[config.mk]
export PLATFORM = sky130hd
export DESIGN_NAME = fir4_chan_sched
export DESIGN_NICKNAME = d
export VERILOG_FILES = /design/src/rtl/fir4_chan_sched.sv
export SDC_FILE = /design/constraint.sdc
export NUM_CORES = 1
export LEC_CHECK = 0
export BUFFER_PORTS_ARGS = -buffer_cell sky130_fd_sc_hd__buf_2
export CORE_MARGIN = 5
export CORE_UTILIZATION = 55
export CTS_CLUSTER_DIAMETER = 50
export DETAILED_ROUTE_END_ITERATION = 8
export PLACE_DENSITY = 0.72
export SLEW_MARGIN = 20
export SYNTH_ARGS = -nofsm -noshare
export SYNTH_HDL_FRONTEND = slang
export SYNTH_SLANG_ARGS = --single-unit
[constraint.sdc]
create_clock -name clk -period 10.15 [get_ports clk]
set_input_delay 1.015 -clock clk [delete_from_list [all_inputs] [get_ports clk]]
set_output_delay 1.015 -clock clk [all_outputs]
set_load 0.005 [all_outputs]
[src/rtl/fir4_chan_sched.sv]
// fir4_chan_sched: four sample channels share one 4-tap moving-sum FIR.
// A round-robin arbiter grants at most one channel per cycle. Each channel's
// three-sample history lives in a small register file. The granted sample
// passes through a two-stage adder tree, and every result is tagged with the
// channel it came from. Output backpressure stalls the entire pipeline.
module fir4_chan_sched #(
  parameter int W = 16,
  parameter int N = 4
) (
  input  logic           clk,
  input  logic           reset,
  input  logic [N-1:0]   in_valid,
  input  logic [N*W-1:0] in_data,
  output logic [N-1:0]   in_ready,
  input  logic           clr,
  output logic           out_valid,
  output logic [W+1:0]   out_data,
  output logic [1:0]     out_chan,
  input  logic           out_ready
);

  // Widening adds; the operands are unsigned, so the extra bit always holds the carry.
  function automatic logic [W:0] add_pair(input logic [W-1:0] a, input logic [W-1:0] b);
    return {1'b0, a} + {1'b0, b};
  endfunction

  function automatic logic [W+1:0] add_part(input logic [W:0] a, input logic [W:0] b);
    return {1'b0, a} + {1'b0, b};
  endfunction

  logic [1:0]   ptr;
  logic [W-1:0] h1 [N];
  logic [W-1:0] h2 [N];
  logic [W-1:0] h3 [N];

  logic [N-1:0] grant;
  logic [1:0]   gnt_idx;
  logic [1:0]   cand;
  logic         found;
  logic         en;
  logic         accept;
  logic [W-1:0] x_p0;

  logic [W:0]   sum_a_p1;
  logic [W:0]   sum_b_p1;
  logic [1:0]   chan_p1;
  logic         vld_p1;

  // Round-robin search: the first requesting channel at or after ptr wins
  always_comb begin
    grant   = '0;
    gnt_idx = ptr;
    cand    = ptr;
    found   = 1'b0;
    for (int k = 0; k < N; k++) begin
      cand = ptr + 2'(k);
      if (!found && in_valid[cand]) begin
        found        = 1'b1;
        grant[cand]  = 1'b1;
        gnt_idx      = cand;
      end
    end
  end

  assign en       = ~(out_valid & ~out_ready);
  assign in_ready = (en & ~clr & ~reset) ? grant : '0;
  assign accept   = |in_ready;
  assign x_p0     = in_data[32'(gnt_idx) * W +: W];

  // Per-channel history: shift on accept, wipe all channels on clr
  always_ff @(posedge clk or posedge reset) begin
    if (reset) begin
      for (int i = 0; i < N; i++) begin
        h1[i] <= '0;
        h2[i] <= '0;
        h3[i] <= '0;
      end
    end else if (clr) begin
      for (int i = 0; i < N; i++) begin
        h1[i] <= '0;
        h2[i] <= '0;
        h3[i] <= '0;
      end
    end else if (accept) begin
      h3[gnt_idx] <= h2[gnt_idx];
      h2[gnt_idx] <= h1[gnt_idx];
      h1[gnt_idx] <= x_p0;
    end
  end

  // Stage 1: two partial sums plus the channel tag; the pointer moves past the winner
  always_ff @(posedge clk or posedge reset) begin
    if (reset) begin
      vld_p1   <= 1'b0;
      sum_a_p1 <= '0;
      sum_b_p1 <= '0;
      chan_p1  <= '0;
      ptr      <= '0;
    end else if (en) begin
      vld_p1 <= accept;
      if (accept) begin
        sum_a_p1 <= add_pair(x_p0, h1[gnt_idx]);
        sum_b_p1 <= add_pair(h2[gnt_idx], h3[gnt_idx]);
        chan_p1  <= gnt_idx;
        ptr      <= gnt_idx + 2'd1;
      end
    end
  end

  // Stage 2: final sum, held while the consumer stalls
  always_ff @(posedge clk or posedge reset) begin
    if (reset) begin
      out_valid <= 1'b0;
      out_data  <= '0;
      out_chan  <= '0;
    end else if (en) begin
      out_valid <= vld_p1;
      out_data  <= add_part(sum_a_p1, sum_b_p1);
      out_chan  <= chan_p1;
    end
  end

endmodule

==> run summary, run 1 <==
The sequential-to-total area share from yosys stat is 0.4112. The number of antenna diodes in the final layout is 0. The worst slew slack as a fraction of its limit was 0.2337; the CTS buffer count was 34. The run gives 0.5551 as the starting utilization of the core area. The first global-routing pass estimated 68.66 mm of wire.

The run gives 0 as the total of hold buffers inserted after clock tree synthesis. The detail route stage leaves a number of antenna-violating nets equal to 0. Setup slack on the critical path of the routed design comes to 3.154 ns. The floorplan has 61 rows. The run gives 0 as the yosys synthesis warning count.

Once detailed placement completed, the half-perimeter wirelength came to 24.80 mm. For this run, the leading register cell type out of synthesis is dfrtp_1. The critical path goes through inv_2 -> ha_1 -> mux2i_1 -> or3_1 -> a211oi_1 -> o31a_2 -> buf_4 -> a211oi_1 -> nor2_1 -> inv_1 -> ha_1 -> a211oi_1 -> o21ai_0 -> a2111oi_1 -> o31ai_1 -> o211a_1 -> o21a_1 -> o31ai_1. In this run the worst path has a maximum fanout of 27. The final count of hold timing violations was 0; the final weighted congestion of routability-driven global placement was 0.9145. The library cell appearing most often on the critical path is a211oi_1. In the final routed layout, each cell accounts on average for 19.76 um. The final layout net count is 1851, and the count of input and output buffers is 96.

The portion of netlist area occupied by mux cells came out at 0.04193. The post-synthesis share of cell area spent on and, or, nand and nor gates was 0.1929; the count of boundary I/O pins was 97. The adder-cell area share of the yosys netlist is 0.05368, and the total via count in the routed design is 13250.

The worst slack at placement is 3.351 ns, and the time the final worst path needs with I/O delays and setup is 6.996 ns. Proportion of register bits with asynchronous set or reset after synthesis: 1.000. The logs give 0.6177 for the utilization after layout and 142.9 MHz for the maximum frequency from static timing analysis.

On the critical path, the stage with the largest delay is an instance of a2111oi_1. The maximum single-stage delay on the critical path is 0.84 ns. Setup repair after global routing left no endpoint under its margin. The run gives 3 as the maximum clock path buffer count.

The largest net degree at the start of global routing was 141. Cell class contributing the biggest share of worst-path delay: compound AO/OA/AOI/OAI gates. The dominant combinational cell family by area after synthesis was compound AO/OA/AOI/OAI gates. At the worst endpoint, the required time is 10.57 ns. The tools report the sort of element at the end of the critical path as a register. Each instance of the synthesized netlist takes up on average 8.974 sq um. The setup skew after layout came out at 0.01332 ns.

For the area of the placeable core, the log shows 0.02763 sq mm. Synthesized cell area: 0.01534 sq mm. The number of antenna violations at the first check in global routing is 0, and the first-pass iteration count of the detailed router is 6.

Counting every net in the synthesized netlist gives 1845. Measured along the x axis, the die boundary spans 177.0 um. STA classifies the critical path startpoint as a register.

The register bit count reported by yosys came out at 252. The number of synthesized flops with an enable pin works out to 0. The post-synthesis compound-gate area fraction was 0.2231. Number of DRC violations after detailed routing: 0. The run gives 13380 as the via count of the first global-routing pass. The buffering stage count on the worst path with inverters included came out at 3. The gate count after technology mapping came out at 1709. The fraction of final layout cells with drive strength greater than 1 came out at 0.1155. The share of the synthesized netlist area taken by xor and xnor gates is 0.01485, and the die footprint is 0.03133 sq mm. For the worst setup path, the data arrival time is 7.41 ns.

The total power density per cell area works out to 349.9 mW/mm^2. The critical path is of the register to register type. After the first detailed-routing iteration, the DRC count stood at 1243.

Setup violations remaining at the end of the flow were counted as 0. The share of the clock period used by the worst path after layout was 0.6893; the worst vdd rail ir drop was 0.2823 mV. Summed over all failing endpoints, the final setup total negative slack is 0 ns. The synthesized netlist contains 63 unique library cells. The flow ran to the end, and the final reports show no timing, DRC or antenna violations.

The number of vias per cell after detailed routing is 6.256, and the total number of H-tree levels is 2. The remaining global-route overflow came out at 0. The floorplan die height is 177.0 um, and the relative area change from synthesis to final layout is 11.27%. For the pin with the worst max-slew slack, the measured transition is 1.149 ns. Clock tree synthesis selected as its root buffer the cell clkbuf_16. The worst hold path belongs to the class register to register. The final count of pins violating max slew is 0. The number of max-cap violations was 0; the clock latency of the later-clocked register in the worst-skew pair was 0.51 ns.

TritonCTS built the clock tree. The global-route usage over all layers is 0.2668. For the number of resized instances in the post-cts repair step, the log shows 0. After clock tree synthesis, the clock-pin slew on the worst setup and hold paths is 0.06 ns. The leakage power is 7.696 nW, and the number of clock sinks seen by CTS is 252. Buffers inserted during post-CTS setup optimization: 0. The run gives 41.85 mm as the post-detailed-routing wire length.
## Yosys cell counts, types with 6 or more instances
cell	instances	area share
nor2_1	105	0.026
mux2i_1	53	0.035
nor2b_1	6	0.0024
o21ai_1	201	0.066
or3_1	12	0.0049
clkbuf_1	94	0.023
inv_1	74	0.018
xnor2_1	10	0.0057
dfrtp_1	252	0.41
o21ai_0	121	0.039
a211oi_1	61	0.030
o21a_1	9	0.0044
o211ai_1	6	0.0029
nand3b_1	198	0.097
buf_4	16	0.0078
nand3_1	104	0.034
o31ai_1	13	0.0064
buf_2	30	0.0098
xor2_1	16	0.0091
a22oi_1	48	0.023
nand2_1	55	0.013
ha_1	61	0.050
a21o_1	11	0.0054
nand2b_1	9	0.0037
a21oi_1	48	0.016
nor3_1	19	0.0062
## placed cells by master, fill, tap and decap left out, types with 4 or more instances in the layout
master,count
buf_4,18
a41o_2,4
o211ai_1,6
a22oi_1,48
o21a_1,9
clkbuf_1,6
buf_2,95
nor2b_1,5
clkbuf_8,6
nand3b_1,198
a21oi_1,48
nand2_1,55
nor2_1,105
dfrtp_1,252
a221o_1,4
clkbuf_16,37
xor2_1,16
ha_1,61
a21o_1,11
xnor2_1,10
nand2b_1,9
bufinv_16,5
mux2i_1,53
mux2_2,5
o21ai_1,200
a32oi_2,4
inv_1,73
nor3_1,19
a211oi_1,61
o31ai_1,12
or3_1,12
nand3_1,104
o21ai_0,121
## registers in the layout, indices dropped and copies added (netlist names)
signal / flops
out_chan: 2
vld_p1: 1
h3: 64
chan_p1: 2
out_valid: 1
sum_a_p1: 17
h1: 64
h2: 64
out_data: 18
ptr: 2
sum_b_p1: 17
## tightest hold or removal path: stages (launching register included)
cell and delay, ns:
dfrtp_1 0.33, nand2_1 0.05, nand2_1 0.05
## metrics by stage
step                      instance area (sq um)  total power, mW  hold slack [ns]  instances
after floorplan                           15340            3.721           0.4346       1709
after CTS                                 17070            5.932           0.4631       2118
after global routing                      17070            6.338           0.4920       2118
after detailed placement                  15840            4.607           0.4509       2057
final                                     17070            5.971           0.4610       2118
after global placement                    15830            4.549           0.4469       2057
## worst paths after layout
check | from | endpoint | slack (ns) | cells past startpoint
worst max-delay path | ptr[0] | sum_b_p1[15] | 3.15 | 18
worst min-delay path | out_chan[1] | out_chan[1] | 0.46 | 2
worst max register to register | ptr[0] | sum_b_p1[15] | 3.15 | 18
worst min register to register | out_chan[1] | out_chan[1] | 0.46 | 2
max in group asynchronous | reset | h1[8] | 8.01 | 3
min in group asynchronous | reset | ptr[1] | 0.70 | 2
## area by class of cell
type                    instances  area [sq um]
multi-input cells            1236          8129
well taps                     378         473.0
fillers                      2410         10560
repair buffers                114         630.6
clock buffers                  49          1031
inverters                      77         296.5
clock inverters                12         200.2
flip-flops and latches        252          6306
## cell families after synthesis
family | Yosys count
buffers and inverters | 221
AO/OA/AOI/OAI | 565
flip-flops | 252
multiplexers | 61
adder cells (fa/ha/maj) | 64
AND/OR/NAND/NOR | 520
XOR/XNOR | 26
## where the power goes
part / internal, mW / switching, mW
sequential: 1.26 / 0.150
combinational: 0.989 / 2.28
clock: 0.835 / 0.453
## layer usage
layer / share of wire / GRT usage / up-vias / routed length, um
li1: - / - / 6237 / -
met1: 0.43 / 0.3671 / 6450 / 18190
met2: 0.47 / 0.4312 / 491 / 19600
met3: 0.076 / 0.04614 / 72 / 3164
met4: 0.021 / 0.08865 / 0 / 887
met5: 0 / 0 / - / 0
No activity file was read; power rests on OpenSTA's default activity.
==> run 2, diff against run 1 <==
Settings changed: PLACE_DENSITY 0.72 to 0.75.
Clock period 10.15 ns to 6.4 ns, I/O delays scaled along.
==> run 2 against run 1 <==
  * Sequential power increased by 59%
  * Register-to-register slack got worse by 2.6 ns
  * Cell count grew 0.85%
  * Via count increased by 1.7%
  * Critical path depth up 1
  * Flip-flop and latch count unchanged
  * Clock-buffer cell count is 8 lower
  * Worst hold slack lost 0.27 ns
  * First-iteration DRC count increased by 16%
  * Critical path type unchanged
  * Critical endpoint is now sum_b_p1[16]
  * Largest cell class unchanged
==> run summary, run 2 (synthesis results as in run 1) <==
The first-pass GRT wire length came out at 67.37 mm (-1.9%). The flow ran to the end, and the final reports show no timing, DRC or antenna violations. The routed wirelength normalized by instance count came out at 19.49 um (-1.4%).

The remaining global-route overflow was 0 (unchanged). For the row count, the log shows 61 (unchanged). The tools report the HPWL after detailed placement as 26.63 mm (+7.4%).

The run gives 0.2611 (-0.005695) as the global-route usage over all layers. For the final count of hold timing violations, the log shows 0 (unchanged). The clock transition at the registers of the reported paths is 0.06 ns (about the same), and the length in cells of the worst reg-to-reg path is 19 (+1). The worst slew slack as a fraction of its limit is 0.2961 (+0.06244). For the number of clock sinks seen by CTS, the log shows 252 (unchanged). The run gives 5 (-1) as the first-pass iteration count of the detailed router. TritonCTS built the clock tree.

The critical path launch point type was a register. The largest net degree at the start of global routing was 182 (+29%). Pin slew with the least headroom to its limit: 1.056 ns (-0.09366 ns). The top cell types in the final layout, fill and taps aside, are 252 x dfrtp_1, 200 x o21ai_1, 198 x nand3b_1, 121 x o21ai_0, 105 x nor2_1. The number of max-cap violations came out at 0 (unchanged). The register-to-register setup slack came out at 0.54 ns (-2.62 ns). The count of antenna diodes in the layout was 0 (unchanged); the final count of pins violating max slew was 0 (unchanged). The tools report the area of the placeable core as 0.02763 sq mm (unchanged).

In the final layout, the registers with the most flip-flops are h1: 64 flops, h2: 64 flops, h3: 64 flops. The number of resized instances in the post-cts repair step is 0 (unchanged), and the count of input and output buffers is 96 (unchanged). The run gives 170.5 MHz (+19%) as the maximum frequency from static timing analysis. The number of vias per cell after detailed routing is 6.306 (+0.80%). The run gives 1870 (+1.0%) as the final layout net count. The final setup TNS came out at 0 ns (unchanged). The leakage power is 7.782 nW (+1.1%). The number of DRC violations after detailed routing is 0 (unchanged), and the largest fanout on the critical path is 27 (unchanged).

Setup repair after global routing left no endpoint under its margin. CTS buffer count: 30 (-12%). The tools report the cell chosen for the clock root as clkbuf_16. The setup skew after layout came out at 0.01093 ns (-0.002387 ns).

The tools report the total number of H-tree levels as 1 (-1). The arrival time reported for the critical path endpoint is 6.28 ns (-1.13 ns). The critical path class was register to register. The leading cell type in the layout, fill and taps excluded is dfrtp_1. For the number of antenna violations at the first check in global routing, the log shows 0 (unchanged). The relative area change from synthesis to final layout is 12.03%, and the total power density per cell area is 544.4 mW/mm^2 (+56%).

The floorplan die height was 177.0 um (unchanged). The via count of the first global-routing pass came out at 12900 (-3.6%). For the total design power, the log shows 9.355 mW (+57%). The worst register-to-register path ends at sum_b_p1[16]. For the final weighted congestion of routability-driven global placement, the log shows 0.8478 (-7.3%). The tools report the total of hold buffers inserted after clock tree synthesis as 0 (unchanged).

The count of boundary I/O pins was 97 (unchanged); the share of the clock period used by the worst path after layout was 0.9162 (+0.2269). The tools report the maximum clock path buffer count as 3 (unchanged). The tools report the post-detailed-routing wire length as 41.62 mm (-0.54%). Number of design-rule violations left by the first detailed-router iteration: 1443 (+16%). The run gives 13470 (+1.7%) as the total via count in the routed design. Sort of element at the end of the critical path: a register.

The number of endpoints failing setup at the final stage is 0 (unchanged), and the final antenna-violating net count is 0 (unchanged). In this run the worst hold path is classified as input pin to async pin. The die footprint is 0.03133 sq mm (unchanged). The logs give 0.5551 (unchanged) for the starting utilization of the core area and 0.2964 mV (+5.0%) for the worst vdd rail ir drop.

The clock latency of the later-clocked register in the worst-skew pair was 0.55 ns (+0.04 ns); the width of the chip was 177.0 um (unchanged). Buffers inserted during post-CTS setup optimization: 0 (unchanged). The launch point of the worst reg-to-reg path is ptr[1]. The worst endpoint required time was 6.82 ns (-3.75 ns); the time the final worst path needs with I/O delays and setup was 5.864 ns (-1.133 ns). The fraction of final layout cells with drive strength greater than 1 works out to 0.1268 (+0.01133).
## run 2: final cells by class
class                           count  area (sq um)
Timing Repair Buffer              137         885.9
Clock inverter                     15         196.4
Fill cell                        2375         10450
Clock buffer                       41         893.4
Inverter                           77         292.8
Tap cell                          378         473.0
Sequential cell                   252          6306
Multi-Input combinational cell   1236          8135
## run 2: per-stage QoR
step | worst slack, ns | instance area, sq um | utilization | hold WS (ns) | std cells
floorplan | 1.151 | 15340 | - | 0.4346 | 1709
global placement | 0.7120 | 16060 | 0.5812 | 0.4419 | 2079
detailed placement | 0.5204 | 16060 | 0.5812 | 0.4542 | 2079
CTS | 0.4969 | 17150 | 0.6206 | 0.2064 | 2135
global route | 0.06375 | 17180 | 0.6219 | 0.2587 | 2136
finish | 0.5364 | 17180 | 0.6219 | 0.1954 | 2136
## run 2: power by group
| part | internal, mW | switching, mW |
|---|---|---|
| clock | 1.14 | 0.691 |
| sequential | 2.00 | 0.243 |
| combinational | 1.71 | 3.58 |
## run 2: worst max-delay path by stage
| stage | startpoint | to | slack (ns) | cells past startpoint |
|---|---|---|---|---|
| global placement | ptr[1] | sum_b_p1[15] | 0.71 | 19 |
| finish | ptr[1] | sum_b_p1[16] | 0.54 | 19 |
| floorplan | ptr[1] | sum_b_p1[15] | 1.15 | 21 |
| global route | ptr[1] | sum_b_p1[16] | 0.06 | 19 |
| detailed placement | ptr[1] | sum_b_p1[15] | 0.52 | 19 |
| CTS | ptr[1] | sum_b_p1[15] | 0.50 | 19 |
## run 2: metal layers
| metal | up-vias | wire, um | GRT usage |
|---|---|---|---|
| met3 | 70 | 3232 | 0.03269 |
| met1 | 6554 | 17990 | 0.3748 |
| met4 | 0 | 1039 | 0.07157 |
| met5 | - | 0 | 0 |
| met2 | 578 | 19360 | 0.4213 |
| li1 | 6268 | - | - |
## run 2: worst max-delay path, cell delays in order, from the launching register on
cell	delay, ns
dfrtp_1	0.62
inv_1	0.23
ha_1	0.55
mux2_1	0.36
nand3_1	0.20
a211oi_1	0.19
o31ai_4	0.25
buf_4	0.40
a22oi_1	0.16
nor2_1	0.32
inv_1	0.09
ha_1	0.23
fa_1	0.49
a211o_1	0.31
a21oi_1	0.22
o21ai_0	0.26
a211oi_1	0.38
o311ai_0	0.20
a21oi_1	0.17
a21oi_1	0.08
